### src/rtl/uart_tx.sv
// rtl/uart_tx.sv - framed UART message transmitter (8N1, LSB first, opt/len/data bytes)
module uart_tx #(
    parameter int BYTE_SIZE    = 8,
    parameter int BIT_CLKS     = 16,
    parameter int MAX_MSG_LEN  = (1 << BYTE_SIZE) - 1,
    parameter int DATA_BYTES   = $clog2(MAX_MSG_LEN),
    parameter int IN_DATA_SIZE = DATA_BYTES * BYTE_SIZE
) (
    input  logic                    CLK,
    input  logic                    RST,
    input  logic [BYTE_SIZE-1:0]    i_opt,
    input  logic [BYTE_SIZE-1:0]    i_len,
    input  logic [IN_DATA_SIZE-1:0] i_data,
    input  logic                    i_valid,
    output logic                    o_ready,
    output logic                    o_tx_bit,
    output logic                    o_busy,
    output logic                    o_done
);

    localparam int TIMER_W = (BIT_CLKS > 1) ? $clog2(BIT_CLKS) : 1;
    localparam int BIT_W   = (BYTE_SIZE > 1) ? $clog2(BYTE_SIZE) : 1;
    localparam int IDX_W   = $clog2(DATA_BYTES + 2) + 1;
    localparam int DSEL_W  = (DATA_BYTES > 1) ? $clog2(DATA_BYTES) : 1;

    localparam logic [BYTE_SIZE-1:0] DATA_BYTES_B = BYTE_SIZE'(DATA_BYTES);

    typedef enum logic [1:0] {
        IDLE  = 2'd0,
        START = 2'd1,
        DATA  = 2'd2,
        STOP  = 2'd3
    } state_t;

    state_t state;
    state_t next_state;

    // Bit timer and position counters
    logic [TIMER_W-1:0]   timer;
    logic [BIT_W-1:0]     bit_idx;
    logic [IDX_W-1:0]     byte_idx;
    logic [IDX_W-1:0]     len_idx;

    // Byte currently on the line, shifted right as bits go out
    logic [BYTE_SIZE-1:0] shreg;

    // Latched payload, one entry per data byte
    logic [BYTE_SIZE-1:0] data_arr [DATA_BYTES];

    // Registered line and completion pulse, plus their next values
    logic                 tx_q;
    logic                 tx_next;
    logic                 done_q;
    logic                 done_next;
    logic                 ready;

    // Derived control terms
    logic                 bit_end;
    logic                 last_bit;
    logic                 last_byte;
    logic [BYTE_SIZE-1:0] eff_len;
    logic [BYTE_SIZE-1:0] len_byte;
    logic [IDX_W-1:0]     next_idx;
    logic [DSEL_W-1:0]    dsel;
    logic [BYTE_SIZE-1:0] next_byte;

    assign bit_end   = (timer == TIMER_W'(BIT_CLKS - 1));
    assign last_bit  = (bit_idx == BIT_W'(BYTE_SIZE - 1));
    // Byte index runs 0 (opt), 1 (len), 2..len+1 (data), so the last one is len+1
    assign last_byte = (byte_idx == len_idx + IDX_W'(1));

    // Oversized lengths saturate to the payload capacity; the saturated value is what goes on the wire
    assign eff_len   = (i_len > DATA_BYTES_B) ? DATA_BYTES_B : i_len;
    assign len_byte  = BYTE_SIZE'(len_idx);

    // Byte to load at the end of a stop bit when more bytes follow
    assign next_idx  = byte_idx + IDX_W'(1);
    assign dsel      = DSEL_W'(next_idx - IDX_W'(2));
    assign next_byte = (next_idx == IDX_W'(1)) ? len_byte : data_arr[dsel];

    // FSM state register
    always_ff @(posedge CLK or posedge RST) begin
        if (RST) begin
            state <= IDLE;
        end else begin
            state <= next_state;
        end
    end

    // FSM next-state logic: start, data bits, stop, then next byte or idle
    always_comb begin
        next_state = state;
        case (state)
            IDLE:    if (i_valid)              next_state = START;
            START:   if (bit_end)              next_state = DATA;
            DATA:    if (bit_end && last_bit)  next_state = STOP;
            STOP:    if (bit_end)              next_state = last_byte ? IDLE : START;
            default:                           next_state = IDLE;
        endcase
    end

    // FSM outputs: handshake flags and the next value of the registered line
    always_comb begin
        ready     = (state == IDLE);
        tx_next   = tx_q;
        done_next = 1'b0;
        case (state)
            // An accept drives the start bit on the very next cycle
            IDLE:  tx_next = ~i_valid;
            START: if (bit_end) tx_next = shreg[0];
            DATA:  if (bit_end) tx_next = last_bit ? 1'b1 : shreg[1];
            STOP: begin
                if (bit_end) begin
                    // Last byte returns the line to idle; otherwise the next start bit begins
                    tx_next   = last_byte;
                    done_next = last_byte;
                end
            end
            default: tx_next = 1'b1;
        endcase
    end

    // Line and completion registers
    always_ff @(posedge CLK or posedge RST) begin
        if (RST) begin
            tx_q   <= 1'b1;
            done_q <= 1'b0;
        end else begin
            tx_q   <= tx_next;
            done_q <= done_next;
        end
    end

    // Datapath: message latch, bit timer, bit/byte counters and shift register
    always_ff @(posedge CLK or posedge RST) begin
        if (RST) begin
            timer    <= '0;
            bit_idx  <= '0;
            byte_idx <= '0;
            len_idx  <= '0;
            shreg    <= '0;
            for (int k = 0; k < DATA_BYTES; k++) begin
                data_arr[k] <= '0;
            end
        end else begin
            // Timer is held at zero while idle so every message starts on a clean bit phase
            if (state == IDLE || bit_end) begin
                timer <= '0;
            end else begin
                timer <= timer + TIMER_W'(1);
            end

            case (state)
                IDLE: begin
                    if (i_valid) begin
                        shreg    <= i_opt;
                        len_idx  <= IDX_W'(eff_len);
                        byte_idx <= '0;
                        bit_idx  <= '0;
                        for (int k = 0; k < DATA_BYTES; k++) begin
                            data_arr[k] <= i_data[k*BYTE_SIZE +: BYTE_SIZE];
                        end
                    end
                end
                DATA: begin
                    if (bit_end) begin
                        shreg   <= shreg >> 1;
                        bit_idx <= last_bit ? '0 : bit_idx + BIT_W'(1);
                    end
                end
                STOP: begin
                    if (bit_end && !last_byte) begin
                        byte_idx <= next_idx;
                        shreg    <= next_byte;
                    end
                end
                default: ;
            endcase
        end
    end

    assign o_ready  = ready;
    assign o_busy   = ~ready;
    assign o_tx_bit = tx_q;
    assign o_done   = done_q;

endmodule

### config.mk
export PLATFORM = sky130hd
export DESIGN_NAME = uart_tx
export DESIGN_NICKNAME = d
export VERILOG_FILES = /design/src/rtl/uart_tx.sv
export SDC_FILE = /design/constraint.sdc
export NUM_CORES = 1
export LEC_CHECK = 0
export CORE_ASPECT_RATIO = 0.75
export CORE_UTILIZATION = 52
export CTS_CLUSTER_DIAMETER = 150
export CTS_CLUSTER_SIZE = 28
export DETAILED_ROUTE_END_ITERATION = 12
export MAX_ROUTING_LAYER = met4
export PLACE_DENSITY_LB_ADDON = 0.15
export SLEW_MARGIN = 40
export SYNTH_ARGS = -nofsm -noshare
export SYNTH_HDL_FRONTEND = slang
export SYNTH_SLANG_ARGS = --single-unit
### constraint.sdc
create_clock -name CLK -period 3.46 [get_ports CLK]
set_clock_uncertainty 0.2 [all_clocks]
set_input_delay 0.519 -clock CLK [delete_from_list [all_inputs] [get_ports CLK]]
set_output_delay 0.519 -clock CLK [all_outputs]
set_load 0.02 [all_outputs]
After elaboration in Yosys (flattened, before gate mapping)
Index checks and enable logic that the tools add are counted.
{"block": "totals", "wordCells": 83, "output_inout_bits": 4, "in_bits": 83, "reg_bits": 93}
{"block": "classes", "n_eq_ne": 13, "bitwise_logic": 3, "n_reduce_logical": 14, "n_lt_le_gt_ge": 2, "muxes": 30, "addsub": 5}
{"op": "$mux W8", "n": 6}
{"op": "$bmux W8 S3", "n": 1}
{"op": "$pmux W8 S3", "n": 1}
{"op": "$mux W5", "n": 3}
{"op": "$ne A2 B2 Y1 const B", "n": 6}
{"op": "$add A5 B1 Y5 const B", "n": 2}
{"op": "$pmux W5 S2", "n": 1}
{"op": "$mux W3", "n": 3}
{"op": "$reduce_and A3 Y1", "n": 3}
{"op": "$gt A8 B4 Y1 const B", "n": 1}
{"op": "$mux W2", "n": 4}
{"op": "$pmux W2 S4", "n": 1}
{"op": "$reduce_and A4 Y1", "n": 2}
{"op": "$mux W1", "n": 7}
{"op": "$pmux W3 S2", "n": 1}
{"op": "$eq A5 B1 Y1 const B", "n": 1}
{"op": "$eq A5 B5 Y1", "n": 1}
{"op": "$add A4 B1 Y4 const B", "n": 1}
{"op": "$eq A2 B2 Y1 const B", "n": 2}
{"op": "$eq A4 B4 Y1 const B", "n": 1}
{"op": "$ge A4 B4 Y1 const B", "n": 1}
{"op": "$mux W4", "n": 1}
{"op": "$not A3 Y4", "n": 1}
{"op": "$pmux W1 S4", "n": 1}
{"op": "12 further kinds", "n": 15}

Logic depth before layout (Yosys ltp)
Gate-level depths: netlist (run 1).
{"block": "logic_depth", "ltp_word": 9, "depth_mapped": 10}

Worst setup path after synthesis (run 1)
Ideal clock, no wire load.
{"block": "synth_path", "path_kind": "register -> register", "startpoint": "register byte_idx[0]", "endpoint": "register shreg[5]", "synth_period_minus_slack_ps": 2842, "n_path_buf": 3, "required_ps": 3125, "setup_time_ps": 135, "slack_ps": 618, "arrival_ps": 2507, "path_stages_with_launch": 10, "path_cell_list": "dfrtp_1 buf_4 buf_4 inv_1 ha_1 clkbuf_1 mux4_2 a221o_1 a222oi_1 a21oi_1"}
{"block": "synth_via", "elab_chain_len": 9}
{"item": "from (decl)", "line_no": "41", "rtl": "logic [IDX_W-1:0] byte_idx;"}
{"item": "from (signal assigned)", "line_no": "173", "rtl": "byte_idx <= next_idx;"}
{"item": "$add A5 B1 Y5", "line_no": "77", "rtl": "assign next_idx = byte_idx + IDX_W'(1);"}
{"item": "$sub A3 B2 Y3", "line_no": "78", "rtl": "assign dsel = DSEL_W'(next_idx - IDX_W'(2));"}
{"item": "$not A3 Y4 (implied by the code)", "line_no": "79", "rtl": "assign next_byte = (next_idx == IDX_W'(1)) ? len_byte : data_arr[dsel];"}
{"item": "$bmux W8 S3", "line_no": "79"}
{"item": "$mux W8 (implied by the code) (2 in series)", "line_no": "79"}
{"item": "$mux W8", "line_no": "79"}
{"item": "$mux W8", "line_no": "172", "rtl": "if (bit_end && !last_byte) begin"}
{"item": "$pmux W8 S3", "line_no": "153", "rtl": "case (state)"}
{"item": "to (signal assigned)", "line_no": "156", "rtl": "shreg <= i_opt;"}
{"item": "to (signal assigned)", "line_no": "167", "rtl": "shreg <= shreg >> 1;"}
{"item": "to (signal assigned)", "line_no": "174", "rtl": "shreg <= next_byte;"}
{"item": "to (decl)", "line_no": "45", "rtl": "logic [BYTE_SIZE-1:0] shreg;"}
Several ways; a longest one is shown, not always the timed one. The select of a mux whose other input is x is not followed.
A chain may end at the register's enable or synchronous reset.

Worst setup path in the final report (run 1)
Ends and elaborated chain as after synthesis.

==> results of run 1 <==
==> power groups by stage <==
stage	registers [mW]	logic [mW]	clock network (mW)
CTS	1.87	1.60	1.05
global placement	1.87	1.55	0
detailed placement	1.89	1.59	0
floorplan	1.77	1.21	0
global route	1.92	1.76	1.09
finish	1.86	1.60	1.03
==> stage by stage <==
step | setup WS, ns | std cells | power (mW)
after floorplan | 0.322 | 364 | 2.97
after global routing | 0.476 | 565 | 4.77
after detailed placement | 0.695 | 549 | 3.48
after CTS | 0.680 | 565 | 4.52
final | 0.631 | 565 | 4.50
after global placement | 0.773 | 549 | 3.42
==> final timing paths <==
kind / from / to / slack (ns) / cells past startpoint
worst max-delay path: byte_idx[0] / shreg[5] / 0.63 / 8
worst min-delay path: o_tx_bit / o_tx_bit / 0.28 / 2
worst max register to register: byte_idx[0] / shreg[5] / 0.63 / 8
worst min register to register: o_tx_bit / o_tx_bit / 0.28 / 2
max in group asynchronous: RST / data_arr[34] / 2.15 / 3
min in group asynchronous: RST / data_arr[39] / 0.44 / 3
==> state kept, by name, summed over array words and instances, names as in the netlist <==
| register | count |
|---|---|
| timer | 4 |
| len_idx | 5 |
| state | 2 |
| bit_idx | 3 |
| o_tx_bit | 1 |
| byte_idx | 5 |
| shreg | 8 |
| data_arr | 64 |
| o_done | 1 |
==> cell families after synthesis <==
group,share of synthesized area [%]
xor gates and xnor gates,2.54
muxes,24.2
AOI/OAI and AO/OA,10.5
DFF,50.3
and+or+nand+nor,7.29
adders and majority gates,2.70
buffers and inverters,2.46
==> Yosys cell counts, types with 10 or more instances <==
library cell	instances
dfrtp_1	92
mux2_2	69
a21oi_1	16
nand2_1	15
mux4_2	14
nor2_1	14
clkbuf_1	13
o21ai_0	11
ha_1	10
inv_1	10
nand3_1	10
==> final cells by class <==
| cell class | count | area [sq um] |
|---|---|---|
| Tap cell | 108 | 135 |
| Multi-Input combinational cell | 244 | 2190 |
| Clock buffer | 12 | 236 |
| Clock inverter | 4 | 72.6 |
| Sequential cell | 93 | 2330 |
| Fill cell | 633 | 2630 |
| Timing Repair Buffer | 94 | 933 |
| Inverter | 10 | 38.8 |
==> routing by layer <==
| layer | vias to the layer above | part of all wire (%) | track usage, % |
|---|---|---|---|
| met4 | 0 | 2.3 | 9.59 |
| li1 | 1549 | - | - |
| met2 | 150 | 45 | 38.1 |
| met1 | 1707 | 45 | 36.4 |
| met5 | - | 0 | - |
| met3 | 22 | 7.2 | 5.81 |
==> critical path, stage by stage (launching register included) <==
cell and delay, ns:
dfrtp_1 0.37, buf_4 0.22, inv_1 0.15, ha_1 0.57, inv_1 0.24, xnor2_1 0.20
a221o_1 0.33, a222oi_1 0.29, a21oi_1 0.12
==> results.toml, run 1 <==
[status]
status = "finished, violations left"
violations = "DRC"

[clock_network]
cts_max_level = 3
cts_hold_buf = 0
cts.sinks = 93
worstSkewPairLatency_ns = 0.34
clockBufferDepth = 2
cts_setup_buffers = 0
cts_resized = 0
clockRootBuffer = "clkbuf_16"
cts.reportedPaths.clkPinSlew_ns = 0.06
cts_tree = "built"
cts_buffers = 9

[yosys]
synth-edff-count = 0
synthTopCellsByArea = "dfrtp_1, mux2_2, mux4_2"
ys_seq_area_share_pct = 50.3
yosys.area.top_type = "dfrtp_1"
async_flop_share_pct = 100
syn_inst = 364
yosysUniqueCellTypes = 46
yosysWarnings = 0
ys_ff_latch = 93
yosys_most_used_dff = "dfrtp_1"
synth_top_area_share_pct = 49.7
avgSynthCellArea_sq_um = 12.7
syn-cell-area_sq_um = 4630
syn_nets = 457

[routing]
ant_nets = 0
drt_iter0_drc = 284
dr_total_vias = 3428
wl_mm = 10.7
vias_per_cell = 6.07
drt-pass1-iter-count = 11
wire_per_inst_microns = 19.0
drc_errors = 12

[sta]
setup_tns_ns = 0
worst_pin_slew_ns = 0.730
max_freq_ghz = 0.353
fin_hold_ws_ns = 0.284
finalHoldViolCount = 0
relSlewSlack_pct = 51.3
finalCritPeriodShare_pct = 81.8
rsz0062_at_grt = "no"
slew_violations = 0
finalSetupViolations = 0
fin_crit_ns = 2.83

[worst_setup_path]
path_class = "flop to flop"
critPathRequiredTime_ns = 3.46
cp-start-kind = "flop"
crit_arrival_ns = 2.83
crit_fanout = 11
endpoint_kind = "flop"

[pwr]
p_per_area_nw_per_um2 = 758
switching_power_mw = 1.39
p_comb_share_pct = 35.6
intPower_mw = 3.10
power_frac_seq_pct = 41.5
ir_worst_vdd_mv = 0.392
swShare_pct = 31.0
p_leak_nw = 2.41
pwr-share-clk_pct = 22.9

[layout]
finish.utilization_pct = 69.3
layout_common_cells = "dfrtp_1, clkdlybuf4s50_1, mux2_2"
nets = 545
final_area_sq_um = 5940
area_growth_pct = 28.1
drive_gt1_share_pct = 24.7
antenna_cells = 0
mostFrequentLayoutCell = "dfrtp_1"

[place]
globalplace.congestion = 0.867
placement.io_buffers = 86
place_area_sq_um = 5630
hpwl_mm = 7.77

[die]
rows = 29
initial_core_util_pct = 54.1
coreArea_sq_um = 8560
num_io_pins = 87
dieArea_sq_um = 9290
fp.dieW_microns = 111
fp.dieH_microns = 83.7

[min_path]
min-delay-path-class = "flop to flop"

[global_route]
grt_max_degree = 67
antenna_found_initial = 0
globalRouteOverflowTotal = 0
grt_pass1_vias = 3488
grt_pass1_wl_mm = 18.1
track_usage_pct = 26.2

[job]
maxCapViolations = 0
Power figures use the tool's default switching activity.
==> run 2: changes to the inputs <==
Settings changed: CORE_UTILIZATION 52 to 47.
Clock period 3.46 ns to 2.3 ns, I/O delays scaled along.
==> run 2 against run 1 <==
Compared with the run above: the run ends with setup timing left; core utilization shrank 2.7 points; maximum frequency grew 20%; global-route usage shrank 1.5 points; register-to-register slack lost 0.70 ns; die area grew 10%; sequential share of layout area shrank 1.6 points; worst hold slack lost 0.00091 ns; worst setup slack lost 0.70 ns; critical path depth shrank 2; sequential cell count is the same; via count grew 2.8%; non-clock buffer count grew 18; critical endpoint is now shreg[0]; largest cell class unchanged.
==> results.toml, run 2 (synthesis gave the netlist of run 1 again) <==
[layout]
nets = 563
top_register = "data_arr"
layout_common_cells = "dfrtp_1, clkdlybuf4s50_1, mux2_2"
finish.utilization_pct = 66.6
reg_top3 = "data_arr: 64 flops, shreg: 8 flops"
antenna_cells = 0
drive_gt1_share_pct = 28.8
mostFrequentLayoutCell = "dfrtp_1"
area_growth_pct = 33.8
largest_reg_flops = 64

[global_route]
antenna_found_initial = 0
globalRouteOverflowTotal = 0
track_usage_pct = 24.7
grt_max_degree = 94
grt_pass1_vias = 3521
grt_pass1_wl_mm = 18.3

[worst_setup_path]
r2r_slack_ns = -0.07
critPathRequiredTime_ns = 2.30
crit_chain = "ha_4 > xnor2_4 > mux4_2 > mux2_4 > a222oi_1 > a31oi_1"
critPathMaxStageDelay_ns = 0.54
r2r_end = "shreg[0]"
crit_fanout = 4
reg2regPathDepth = 6
endpoint_kind = "flop"
crit_slowest_cell = "mux4_2"
cp-start-kind = "flop"
regToRegStartpoint = "byte_idx[0]"
path_class = "flop to flop"
crit_arrival_ns = 2.36

[sta]
setup_tns_ns = -0.0872
rsz0062_at_grt = "yes"
worst_pin_slew_ns = 0.525
slew_violations = 0
fin_hold_ws_ns = 0.283
relSlewSlack_pct = 64.6
max_freq_ghz = 0.422
fin_crit_ns = 2.37
finalCritPeriodShare_pct = 103
finalWorstSetupSlack_ns = -0.0672
finalHoldViolCount = 0
finalSetupViolations = 3

[die]
fp.dieH_microns = 88.0
fp.dieW_microns = 117
coreArea_sq_um = 9310
rows = 30
num_io_pins = 87
initial_core_util_pct = 49.8
dieArea_sq_um = 10300

[min_path]
hold_depth = 2
min_from = "o_tx_bit"
min_to = "o_tx_bit"
min-delay-path-class = "flop to flop"

[place]
dp_slack_ns = -0.106
placement.io_buffers = 86
globalplace.congestion = 0.905
hpwl_mm = 8.38

[status]
violations = "setup timing"
status = "finished, violations left"

[pwr]
pwr-share-clk_pct = 22.4
intPower_mw = 4.81
ir_worst_vdd_mv = 0.495
p_comb_share_pct = 36.6
p_leak_nw = 2.53
swShare_pct = 30.9
power_frac_seq_pct = 41.0
total_power_mw = 6.96
switching_power_mw = 2.15
p_per_area_nw_per_um2 = 1120

[routing]
dr_total_vias = 3523
drt-pass1-iter-count = 5
vias_per_cell = 5.84
drt_iter0_drc = 349
drc_errors = 0
wl_mm = 11.2
wire_per_inst_microns = 18.7
ant_nets = 0

[clock_network]
clockRootBuffer = "clkbuf_16"
cts_max_level = 3
worstSkewPairLatency_ns = 0.34
clockBufferDepth = 2
cts.reportedPaths.clkPinSlew_ns = 0.06
cts.sinks = 93
cts_setup_buffers = 0
cts_hold_buf = 0
cts_tree = "built"
cts_buffers = 9

[job]
maxCapViolations = 0
==> run 2: timing repair <==
item | in CTS | in global routing
gates resized for setup | 5 | 7
pin swaps | 4 | 3
setup endpoints to repair | 6 | 9
==> run 2: power by group through the flow <==
stage | clock network (mW) | registers [mW] | logic, mW
after global routing | 1.66 | 2.93 | 2.78
after global placement | 0 | 2.84 | 2.43
final | 1.56 | 2.85 | 2.55
after detailed placement | 0 | 2.87 | 2.51
after CTS | 1.59 | 2.84 | 2.52
after floorplan | 0 | 2.66 | 1.82
==> run 2: final cells by class <==
cell class	count	area, sq um
tap	128	160
fill	738	3110
sequential	93	2330
clock buffer	13	250
clock inverter	3	68.8
inverter	10	46.3
timing repair buffer	112	1100
multi-input combinational	244	2240
==> run 2: stage by stage <==
stage,cell area [sq um],cells
finish,6200,603
global route,6200,603
CTS,6180,603
detailed placement,5850,587
global placement,5850,587
floorplan,4690,364
==> run 2: critical path, delay by kind of cell (launching register included) <==
kind,cells,cell delay [ns]
adder cells (fa/ha/maj),1,0.20
flip-flops,1,0.42
multiplexers,2,0.82
AO/OA/AOI/OAI,2,0.39
XOR/XNOR,1,0.22
==> run 2: per-layer routing <==
metal / vias up / part of all wire (%) / global-route usage [%]
li1: 1581 / - / -
met1: 1762 / 45 / 33.5
met2: 164 / 46 / 37.4
met3: 16 / 7.2 / 5.47
met4: 0 / 1.4 / 7.48
met5: - / 0 / -
==> run 2: worst max path at each step <==
stage | startpoint | endpoint | slack (ns) | cells past startpoint
6_report | byte_idx[0] | shreg[0] | -0.07 | 6
5_1_grt | byte_idx[1] | shreg[0] | -0.20 | 6
4_1_cts | byte_idx[0] | shreg[0] | -0.07 | 6
3_5_place_dp | byte_idx[0] | shreg[0] | -0.11 | 6
3_3_place_gp | byte_idx[0] | shreg[2] | -0.02 | 7
2_1_floorplan | byte_idx[0] | shreg[5] | -0.08 | 9
==> run 3: changes to the inputs <==
Settings changed: REMOVE_ABC_BUFFERS set to 1, SLEW_MARGIN 40 to 20.
==> run 3 against run 2 <==
Compared with the run above: sequential cell count is the same; largest cell class unchanged; the run still ends with setup timing left; worst hold slack lost 0.057 ns; final cell count grew 0.33%; first-iteration DRC count shrank 28%; core utilization shrank 0.13 points; global-route usage grew 1.0 points.
==> results.toml, run 3 (synthesis gave the netlist of run 1 again) <==
[status]
status = "finished, violations left"
violations = "setup timing"

[pwr]
p_leak_nw = 2.54
p_per_area_nw_per_um2 = 1120
ir_worst_vdd_mv = 0.497

[worst_setup_path]
crit_arrival_ns = 2.44
path_class = "flop to flop"
critPathMaxStageDelay_ns = 0.49
critPathRequiredTime_ns = 2.31
crit_fanout = 5
crit_chain = "ha_2 > xnor2_2 > buf_6 > mux4_2 > mux2_2 > a222oi_1 > a31oi_1"
cp-start-kind = "flop"
crit_slowest_cell = "mux4_2"
endpoint_kind = "flop"

[global_route]
grt_max_degree = 94
antenna_found_initial = 0
grt_pass1_wl_mm = 18.9
grt_pass1_vias = 3585
globalRouteOverflowTotal = 0
track_usage_pct = 25.8

[sta]
relSlewSlack_pct = 65.1
finalHoldViolCount = 0
finalSetupViolations = 5
finalWorstSetupSlack_ns = -0.130
fin_crit_ns = 2.43
setup_tns_ns = -0.288
worst_pin_slew_ns = 0.518
slew_violations = 0
rsz0062_at_grt = "yes"
finalCritPeriodShare_pct = 106
max_freq_ghz = 0.412

[layout]
area_growth_pct = 33.5
fillers = 754
reg_top3 = "data_arr: 64 flops, shreg: 8 flops"
antenna_cells = 0
drive_gt1_share_pct = 29.1
layout_common_cells = "dfrtp_1, clkdlybuf4s50_1, mux2_2"
finish.utilization_pct = 66.4
nets = 568
top_register = "data_arr"
mostFrequentLayoutCell = "dfrtp_1"
largest_reg_flops = 64
stdcell_count = 605

[clock_network]
cts.sinks = 93
cts_buffers = 9
cts_tree = "built"
clockBufferDepth = 2
cts.reportedPaths.clkPinSlew_ns = 0.06
worstSkewPairLatency_ns = 0.34
cts_hold_buf = 0
clockRootBuffer = "clkbuf_16"
cts_max_level = 3

[place]
dp_slack_ns = -0.102
globalplace.congestion = 0.864
hpwl_mm = 8.36
dp_cells = 591
placement.io_buffers = 86

[die]
num_io_pins = 87
dieArea_sq_um = 10300
initial_core_util_pct = 49.8
coreArea_sq_um = 9310
fp.dieH_microns = 88.0
rows = 30
fp.dieW_microns = 117

[routing]
drt_iter0_drc = 252
wl_mm = 11.4
vias_per_cell = 5.61
dr_total_vias = 3393
drc_errors = 0
drt-pass1-iter-count = 5
wire_per_inst_microns = 18.9
ant_nets = 0

[min_path]
min-delay-path-class = "primary input to asynchronous set/reset pin"

[job]
maxCapViolations = 0
[run 3: changes by cell type in the layout (fill, tap and decap cells not counted), sizes merged]
cell	previous run	this run
buf	26	31
clkbuf	13	11
clkinvlp	1	0
[run 3: area by class of cell]
cell class / count / area [sq um] / area share (%)
sequential: 93 / 2330 / 37.6
multi-input combinational: 244 / 2210 / 35.8
timing repair buffer: 117 / 1140 / 18.4
clock buffer: 11 / 243 / 3.92
tap: 128 / 160 / 2.59
clock inverter: 2 / 60.1 / 0.971
inverter: 10 / 38.8 / 0.627
[run 3: worst max-delay path: cells and delay by family (launching register included)]
family	cells	cell delay (ns)
xor+xnor	1	0.16
fa+ha+maj	1	0.21
buf+inv	1	0.15
compound gates	2	0.40
flops	1	0.39
mux	2	0.78
[run 3: final timing paths]
path	start	to	slack, ns	cells past startpoint
max in group asynchronous	RST	o_tx_bit	1.26	3
min in group CLK	o_tx_bit	o_tx_bit	0.28	2
min reg2reg	o_tx_bit	o_tx_bit	0.28	2
min	RST	data_arr[2]	0.23	3
max reg2reg	byte_idx[0]	shreg[3]	-0.13	7
max	byte_idx[0]	shreg[3]	-0.13	7
[run 3: timing repair]
action	CTS	global route
buffers inserted	1	0
pin swaps	5	4
setup endpoints to repair	9	8
resized for setup	7	3
[run 3: report_power, final]
group	switching, mW	total, mW	internal (mW)
Clock	0.582	1.55	0.964
Combinational	1.12	2.57	1.45
Sequential	0.431	2.80	2.37
[run 3: layer usage]
layer | part of all wire (%) | vias to the layer above | global-route usage, % | wire (microns)
li1 | - | 1586 | - | -
met1 | 46 | 1672 | 34.3 | 5280
met2 | 45 | 119 | 38.5 | 5160
met3 | 7.1 | 16 | 7.13 | 808
met4 | 1.3 | 0 | 7.71 | 153
met5 | 0 | - | - | 0
[run 3: per-stage QoR]
stage	total power [mW]	area, sq um	hold WS (ns)
global placement	5.29	5840	0.265
global route	7.35	6180	0.279
detailed placement	5.38	5840	0.274
floorplan	4.46	4560	0.258
finish	6.91	6180	0.226
CTS	6.94	6170	0.263
